## src/rtl/sram_stream_reader_pkg.sv

```systemverilog
// Shared width constants and FSM state encoding for the SRAM stream reader.
package sram_stream_reader_pkg;

  localparam int MAX_ADDR_WIDTH = 13;
  localparam int SRAM_WIDTH_O   = 8;
  localparam int NUM_SRAMS      = 1;

  typedef enum logic [1:0] {
    ST_IDLE  = 2'd0,
    ST_READ  = 2'd1,
    ST_DRAIN = 2'd2
  } state_t;

endpackage

```

## src/rtl/sram_rd_fifo.sv

```systemverilog
// Two-entry FIFO with a registered head; caller guarantees no push when full
// and no pop when empty.
module sram_rd_fifo #(
  parameter int WIDTH = 9
) (
  input  logic             clk,
  input  logic             rst,
  input  logic             push,
  input  logic [WIDTH-1:0] din,
  input  logic             pop,
  output logic [WIDTH-1:0] dout,
  output logic             valid,
  output logic [1:0]       count
);

  logic [WIDTH-1:0] head_q;
  logic [WIDTH-1:0] tail_q;
  logic [1:0]       count_q;

  // NOTE: both entries are reset so the visible head reads zero after reset;
  // with only two words this costs nothing and keeps the output deterministic.
  always_ff @(posedge clk or posedge rst) begin
    if (rst) begin
      head_q  <= '0;
      tail_q  <= '0;
      count_q <= 2'd0;
    end else begin
      unique case ({push, pop})
        2'b10: begin
          if (count_q == 2'd0) head_q <= din;
          else                 tail_q <= din;
          count_q <= count_q + 2'd1;
        end
        2'b01: begin
          head_q  <= tail_q;
          count_q <= count_q - 2'd1;
        end
        2'b11: begin
          if (count_q == 2'd1) begin
            head_q <= din;
          end else begin
            head_q <= tail_q;
            tail_q <= din;
          end
        end
        default: ;
      endcase
    end
  end

  assign dout  = head_q;
  assign valid = (count_q != 2'd0);
  assign count = count_q;

endmodule

```

## src/rtl/sram_stream_reader.sv

```systemverilog
// Streams len words from a 1-cycle-latency SRAM onto a valid/ready stream.
// Optional stall counter output enabled by defining SRAM_RD_STALL_CNT_EN.
module sram_stream_reader
  import sram_stream_reader_pkg::*;
#(
  parameter int ADDR_WIDTH = MAX_ADDR_WIDTH,
  parameter int DATA_WIDTH = SRAM_WIDTH_O,
  parameter int LEN_WIDTH  = 14
) (
  input  logic                  clk,
  input  logic                  rst,
  input  logic                  start,
  input  logic [ADDR_WIDTH-1:0] base_addr,
  input  logic [LEN_WIDTH-1:0]  len,
  output logic                  busy,
  output logic                  done,
  output logic                  sram_en,
  output logic                  sram_we,
  output logic [ADDR_WIDTH-1:0] sram_addr,
  input  logic [DATA_WIDTH-1:0] sram_data_o,
  output logic                  m_valid,
  input  logic                  m_ready,
  output logic [DATA_WIDTH-1:0] m_data,
  output logic                  m_last
`ifdef SRAM_RD_STALL_CNT_EN
  ,
  output logic [31:0]           stall_cnt
`endif
);

  state_t                state, state_next;
  logic                  done_next;
  logic [ADDR_WIDTH-1:0] addr;
  logic [LEN_WIDTH-1:0]  remaining;
  logic                  inflight, inflight_last;
  logic [1:0]            fifo_count;
  logic [2:0]            occupancy;
  logic [DATA_WIDTH:0]   head;
  logic                  start_ok, pop, last_issue;

  assign start_ok   = (state == ST_IDLE) && start;
  assign pop        = m_valid && m_ready;
  // Words that will sit in the FIFO after this edge, plus the read issued now.
  assign occupancy  = {1'b0, fifo_count} + {2'b00, inflight} - {2'b00, pop};
  assign sram_en    = (state == ST_READ) && (occupancy < 3'd2);
  assign sram_we    = 1'b0;
  assign sram_addr  = addr;
  assign last_issue = sram_en && (remaining == LEN_WIDTH'(1));
  assign busy       = (state != ST_IDLE);
  assign m_data     = head[DATA_WIDTH-1:0];
  assign m_last     = m_valid && head[DATA_WIDTH];

  // NOTE: every output of this block gets a default first, so no latch is inferred.
  always_comb begin
    state_next = state;
    done_next  = 1'b0;
    unique case (state)
      ST_IDLE: begin
        if (start) begin
          if (len != '0) state_next = ST_READ;
          else           done_next  = 1'b1;
        end
      end
      ST_READ: begin
        if (last_issue) state_next = ST_DRAIN;
      end
      ST_DRAIN: begin
        if (pop && m_last) begin
          state_next = ST_IDLE;
          done_next  = 1'b1;
        end
      end
      default: state_next = ST_IDLE;
    endcase
  end

  // NOTE: sequential state uses non-blocking assignments only, so every
  // register samples pre-edge values regardless of block ordering.
  always_ff @(posedge clk or posedge rst) begin
    if (rst) begin
      state <= ST_IDLE;
      done  <= 1'b0;
    end else begin
      state <= state_next;
      done  <= done_next;
    end
  end

  always_ff @(posedge clk or posedge rst) begin
    if (rst) begin
      addr          <= '0;
      remaining     <= '0;
      inflight      <= 1'b0;
      inflight_last <= 1'b0;
    end else begin
      inflight      <= sram_en;
      inflight_last <= last_issue;
      if (start_ok) begin
        addr      <= base_addr;
        remaining <= len;
      end else if (sram_en) begin
        addr      <= addr + ADDR_WIDTH'(1);
        remaining <= remaining - LEN_WIDTH'(1);
      end
    end
  end

  sram_rd_fifo #(
    .WIDTH(DATA_WIDTH + 1)
  ) u_fifo (
    .clk  (clk),
    .rst  (rst),
    .push (inflight),
    .din  ({inflight_last, sram_data_o}),
    .pop  (pop),
    .dout (head),
    .valid(m_valid),
    .count(fifo_count)
  );

`ifdef SRAM_RD_STALL_CNT_EN
  always_ff @(posedge clk or posedge rst) begin
    if (rst) begin
      stall_cnt <= '0;
    end else if (start_ok) begin
      stall_cnt <= '0;
    end else if (busy && m_valid && !m_ready && (stall_cnt != '1)) begin
      stall_cnt <= stall_cnt + 32'd1;
    end
  end
`endif

endmodule

```

## config.mk

```make
export PLATFORM = sky130hd
export DESIGN_NAME = sram_stream_reader
export DESIGN_NICKNAME = d
export VERILOG_FILES = /design/src/rtl/sram_stream_reader_pkg.sv /design/src/rtl/sram_rd_fifo.sv /design/src/rtl/sram_stream_reader.sv
export SDC_FILE = /design/constraint.sdc
export NUM_CORES = 1
export LEC_CHECK = 0
export CAP_MARGIN = 10
export CORE_MARGIN = 3
export CORE_UTILIZATION = 50
export DETAILED_ROUTE_END_ITERATION = 12
export PLACE_DENSITY = 0.79
export SYNTH_ARGS = -nofsm -noshare
export SYNTH_HDL_FRONTEND = slang
export SYNTH_SLANG_ARGS = --single-unit
```

## constraint.sdc

```tcl
create_clock -name clk -period 3.34 [get_ports clk]
set_input_delay 0.668 -clock clk [delete_from_list [all_inputs] [get_ports clk]]
set_output_delay 0.668 -clock clk [all_outputs]
set_load 0.03 [all_outputs]
```

== Word-level counts from Yosys, hierarchy flattened ==
Index checks and enable logic that the tools add are counted.
Storage, ports and cells
  register bits: 52
  input port bits: 39
  output and inout port bits: 27
  logic and storage cells: 68
Cells by class
  add/subtract/negate cells: 6
  $lt $le $gt $ge: 1
  equal/unequal tests: 14
  mux-type cells: 20
  reductions and logical operators: 18
Operators with widths (number)
  9-bit 2-to-1 mux: 4
  14-bit 2-to-1 mux: 2
  9-bit case mux with 3 select lines: 1
  13-bit 2-to-1 mux: 2
  9-bit case mux with 2 select lines: 1
  14-bit by 1-bit equality test with 1-bit output, second input constant: 1
  14-bit nonzero test: 1
  14-bit by 1-bit subtractor with 14-bit output, second input constant: 1
  13-bit by 1-bit adder with 13-bit output, second input constant: 1
  2-bit inequality test, second input constant: 5
  2-bit nonzero test: 5
  2-bit 2-to-1 mux: 4
  2-bit by 1-bit equality test with 1-bit output, second input constant: 3
  2-bit equality test, second input constant: 3
  1-bit logical AND: 6
  2-bit case mux with 3 select lines: 1
  2-bit logical NOT: 2
  2-bit by 1-bit inequality test with 1-bit output, second input constant: 2
  2-bit case mux with 2 select lines: 1
  4-bit AND reduction: 1
  2-bit by 1-bit adder with 3-bit output: 1
  3-bit by 2-bit less-than comparator with 1-bit output, second input constant: 1
  1-bit 2-to-1 mux: 3
  3-bit AND reduction: 1
  6 further kinds: 6

== Depth between registers and ports, before layout ==
  depth in word-level cells: 8
  depth in mapped cells: 15
  mapped depth without buffers: 12

== Cells and area by module ==
Synthesis repeated with hierarchy kept, for this count alone.
Unflattened totals
  cell total of the unflattened synthesis: 306
  area, all modules: 2942.8 um2
By module, submodules not included
  sram_stream_reader: times used 1, cells an instance 207, area an instance 1889.3 um2, seq. area each 800.8 um2
  sram_rd_fifo: times used 1, cells an instance 99, area an instance 1053.5 um2, seq. area each 500.5 um2

== Worst setup path before layout ==
Ideal clock, no wire load.
  path kind: register to output
  from: register u_fifo.count_q[1], in the netlist u_fifo.count[1]
  to: output port sram_en
  arrival time: 2536 ps
  path slack: 136 ps
  stages on the path, launching flop included: 13
  cells stage by stage: dfrtp_1 -> inv_1 -> ha_1 -> buf_2 -> nand2b_1 -> nor2_1 -> o21ai_0 -> fa_1 -> and3b_1 -> buf_6 -> nand2_4 -> inv_1 -> buf_2
Between the ends
  word-level cells in the longest chain between the ends: 5
  elaborated cells between the ends (all ways): 6
  classes of those cells: add/sub: 2; order compare: 1; reduce/logical: 3
RTL lines
  start, declared: line sram_rd_fifo.sv:18  | logic [1:0] count_q;
  start signal, assigned: line sram_rd_fifo.sv:32  | count_q <= count_q + 2'd1;
  start signal, assigned: line sram_rd_fifo.sv:36  | count_q <= count_q - 2'd1;
  branches (longest 2 deep; another with 2-bit by 1-bit adder with 3-bit output)
  3-bit by 1-bit subtractor with 3-bit output (*): line sram_stream_reader.sv:44  | assign occupancy = {1'b0, fifo_count} + {2'b00, inflight} - {2'b00, pop};
  3-bit by 2-bit less-than comparator with 1-bit output (*): line sram_stream_reader.sv:45  | assign sram_en = (state == ST_READ) && (occupancy < 3'd2);
  1-bit logical AND (*): line sram_stream_reader.sv:45
  end, declared: line sram_stream_reader.sv:17  | output logic sram_en,
Every way passes the cells marked *.

== Worst setup path in the final report ==
  from: input port m_ready
  to: output port sram_en
Between the ends
  word-level cells in the longest chain between the ends: 4
RTL lines
  start, declared: line sram_stream_reader.sv:22  | input logic m_ready,
  1-bit logical AND: line sram_stream_reader.sv:42  | assign pop = m_valid && m_ready;
  3-bit by 1-bit subtractor with 3-bit output: line sram_stream_reader.sv:44
  3-bit by 2-bit less-than comparator with 1-bit output: line sram_stream_reader.sv:45
  1-bit logical AND: line sram_stream_reader.sv:45
Every way passes these cells.

==> metrics.yaml <==
pwr:
  seqPwrFrac: 0.288
  combPwrFrac: 0.602
  p_int_mw: 2.17
  p_total_mw: 3.94
  peakVddDrop_mv: 0.616
  power_leakage_nw: 1.57
  switchingPower_mw: 1.77
  swShare: 0.450
  power_density_mw_per_mm2: 1030
  clkPwrFrac: 0.110
grt:
  met1_usage: 0.282
  grt_use_met2: 0.358
  grt_pass1_vias: 2538
  met3_usage: 0.0417
  grt_most_used_layer: "met2"
  track_usage: 0.213
  overflow: 0
  antenna_found_initial: 0
  grt_pass1_wl_um: 12200
  grt_max_degree: 23
route:
  post-route-drc-count: 0
  antenna_left: 0
  drt_iter0_drc: 98
  wl_per_cell_um: 16.4
  viasPerCell: 5.92
  dr.pass1.iters: 4
  via_count: 2559
  wl_um: 7100
floorplanning:
  initial_utilization: 0.530
  num_io_pins: 66
  die_w_um: 83.4
  placementRows: 27
  coreArea_sq_mm: 0.00564
  die_h_um: 83.4
  dieArea_sq_mm: 0.00695
cts:
  cts_tree: "done"
  clkTransAtPathRegs_ns: 0.09
  root_buffer: "clkbuf_8"
  clock-sinks: 52
  cts_inserted_buffers: 5
  hold_buffers: 0
  clockBufferDepth: 2
  htree_levels: 2
  clock_latency_ns: 0.31
setup_path:
  path_cells: "clkdlybuf4s50_1 -> nand2b_1 -> inv_1 -> nor2_1 -> o21ai_1 -> fa_1 -> and3b_2 -> nand2_4 -> inv_2 -> buf_6"
  crit_path_start_kind: "input port"
  crit_type: "in -> out"
  endpoint_kind: "primary output"
  cp_max_fo: 4
  arrival_ns: 2.55
  crit_slowest_cell: "clkdlybuf4s50_1"
  cp.required_ns: 2.67
  slowest_delay_ns: 0.50
final_layout:
  synthToLayoutAreaGrowth_pct: 27.5
  final_core_util: 0.676
  fin_cells: 432
  fillers: 447
  layout-drive-gt1-share: 0.161
  stdcell_area_sq_mm: 0.00381
  diodes: 0
  nNetsFinal: 406
placed_design:
  place_ws_ns: 0.0128
  placed_cell_area_sq_mm: 0.00369
  place_inst: 423
  hpwl_um: 5270
  gp_congestion: 0.814
  portBuffers: 64
timing:
  max_freq_mhz: 311
  fin_crit_sh: 0.963
  worst_slew_pin_slew_ns: 0.528
  setup_viol: 0
  slew_viol_final: 0
  fin_ws_ns: 0.122
  clock_skew_ns: 0.00388
  fin_crit_ns: 3.22
  hold_viol_final: 0
  max-slew-margin-rel: 0.645
synthesis:
  syn_nets: 340
  yosysWarningCount: 0
  syn_area_sq_mm: 0.00299
  synth_async_sr_flop_share: 1.00
  yosysTopAreaCell: "dfrtp_1"
  syn_area_per_cell_sq_um: 10.2
  synth_area_leaders: "dfrtp_1 43%, a221o_1 5.7%, nand2_1 3.5%"
  synth_flop_cell: "dfrtp_1"
  yosysUniqueCellTypes: 58
  yosysSeqAreaShare: 0.435
  synth_enable_flop_cells: 0
  syn_inst: 293
  ys_seq_elements: 52
  synth_top_cell_area_share: 0.435
flow_run:
  drv_cap: 0
hold_path:
  min_path_type: "reg -> reg"
run_status:
  status: "finished clean"
==> kinds of logic (layout without fill, tap and decap cells) <==
kind of cell             Yosys count  in the layout  synth area share
other                              1              1           0.00125
AO/OA/AOI/OAI                     65             65             0.177
flip-flops                        52             52             0.435
multiplexers                      10             10            0.0385
AND/OR/NAND/NOR                  115            115             0.224
adder cells (fa/ha/maj)            8              8            0.0360
XOR/XNOR                           8              8            0.0259
buffers and inverters             34            101            0.0632
==> metrics by stage <==
| stage | hold WS [ns] | TNS, ns |
|---|---|---|
| after global routing | 0.519 | -0.00109 |
| final | 0.503 | 0 |
| after detailed placement | 0.487 | 0 |
| after CTS | 0.508 | 0 |
| after global placement | 0.480 | 0 |
| after floorplan | 0.473 | 0 |
==> power by group through the flow <==
stage,Clock [mW],Sequential [mW],Combinational [mW]
final,0.433,1.13,2.37
after global routing,0.472,1.17,2.59
after detailed placement,0,1.14,2.34
after global placement,0,1.13,2.26
after CTS,0.439,1.13,2.35
after floorplan,0,1.21,1.61
==> Yosys cell counts, types with 3 or more instances <==
master,instances
inv_1,13
a221o_1,17
nor3_1,6
and3_1,3
o211ai_1,12
nand4_1,5
nor3b_1,3
or2_2,5
ha_1,7
dfrtp_1,52
nand3_1,8
a21o_1,4
o21ai_0,9
xnor2_1,5
buf_6,3
nand3b_1,3
or3_1,6
mux2_2,9
nor2b_1,10
nand2_1,28
buf_4,9
buf_2,4
a21oi_1,5
clkbuf_1,5
nor2_1,15
nor4_1,9
==> final timing paths <==
check,startpoint,to,slack (ns),cells after the start
worst max register to register,u_fifo.count[0],remaining[4],0.45,12
worst max-delay path,m_ready,sram_en,0.12,10
worst min-delay path,u_fifo.tail_q[6],u_fifo.tail_q[6],0.50,1
worst min register to register,u_fifo.tail_q[6],u_fifo.tail_q[6],0.50,1
min in group asynchronous,rst,u_fifo.dout[4],0.68,2
max in group asynchronous,rst,u_fifo.dout[6],2.02,3
==> layer usage <==
metal / wire [um] / share of wire
met5: 0 / 0
met4: 76 / 0.011
met2: 3390 / 0.48
met1: 3310 / 0.47
met3: 324 / 0.046
==> flip-flops by register name, indices dropped and copies added, names as in the netlist <==
name,cells
u_fifo.count,2
sram_addr,13
done,1
inflight,1
remaining,14
state,2
inflight_last,1
u_fifo.tail_q,9
u_fifo.dout,9
==> cell usage in the layout (no fill, tap or decap), types with 2 or more instances in the layout <==
| cell type | synthesis | final |
|---|---|---|
| clkdlybuf4s50_1 | 0 | 63 |
| dfrtp_1 | 52 | 52 |
| nand2_1 | 28 | 28 |
| a221o_1 | 17 | 17 |
| buf_4 | 9 | 16 |
| nor2_1 | 15 | 14 |
| o211ai_1 | 12 | 12 |
| inv_1 | 13 | 11 |
| nor2b_1 | 10 | 10 |
| mux2_2 | 9 | 9 |
| nor4_1 | 9 | 9 |
| nand3_1 | 8 | 8 |
| o21ai_0 | 9 | 8 |
| ha_1 | 7 | 7 |
| nor3_1 | 6 | 6 |
| or3_1 | 6 | 6 |
| or2_2 | 5 | 5 |
| a21oi_1 | 5 | 5 |
| nand4_1 | 5 | 5 |
| xnor2_1 | 5 | 5 |
| clkbuf_8 | 0 | 5 |
| a21o_1 | 4 | 4 |
| nand3b_1 | 3 | 3 |
| and3_1 | 3 | 3 |
| nor3b_1 | 3 | 3 |
| inv_2 | 0 | 2 |
| xor2_1 | 2 | 2 |
| a2bb2oi_1 | 2 | 2 |
| a22o_1 | 2 | 2 |
| and4_1 | 2 | 2 |
| a31o_2 | 2 | 2 |
| o311ai_0 | 2 | 2 |
==> critical path: cells and delay by family <==
family	cells	cell delay [ns]
compound gates	1	0.14
fa+ha+maj	1	0.46
simple gates	4	0.50
buf+inv	4	0.78
==> cell type report <==
class | count | area, sq um | area share
clock buffer | 6 | 72.6 | 0.0190
sequential | 52 | 1300 | 0.341
clock inverter | 2 | 35.0 | 0.00918
timing repair buffer | 80 | 762 | 0.200
inverter | 13 | 48.8 | 0.0128
tap | 72 | 90.1 | 0.0236
multi-input combinational | 207 | 1510 | 0.395
==> what timing repair did <==
action                                  CTS  global route
endpoints found under the setup margin    1             1
buffers inserted                          0             1
gates resized for setup                   1             4
No activity file was read; power rests on OpenSTA's default activity.
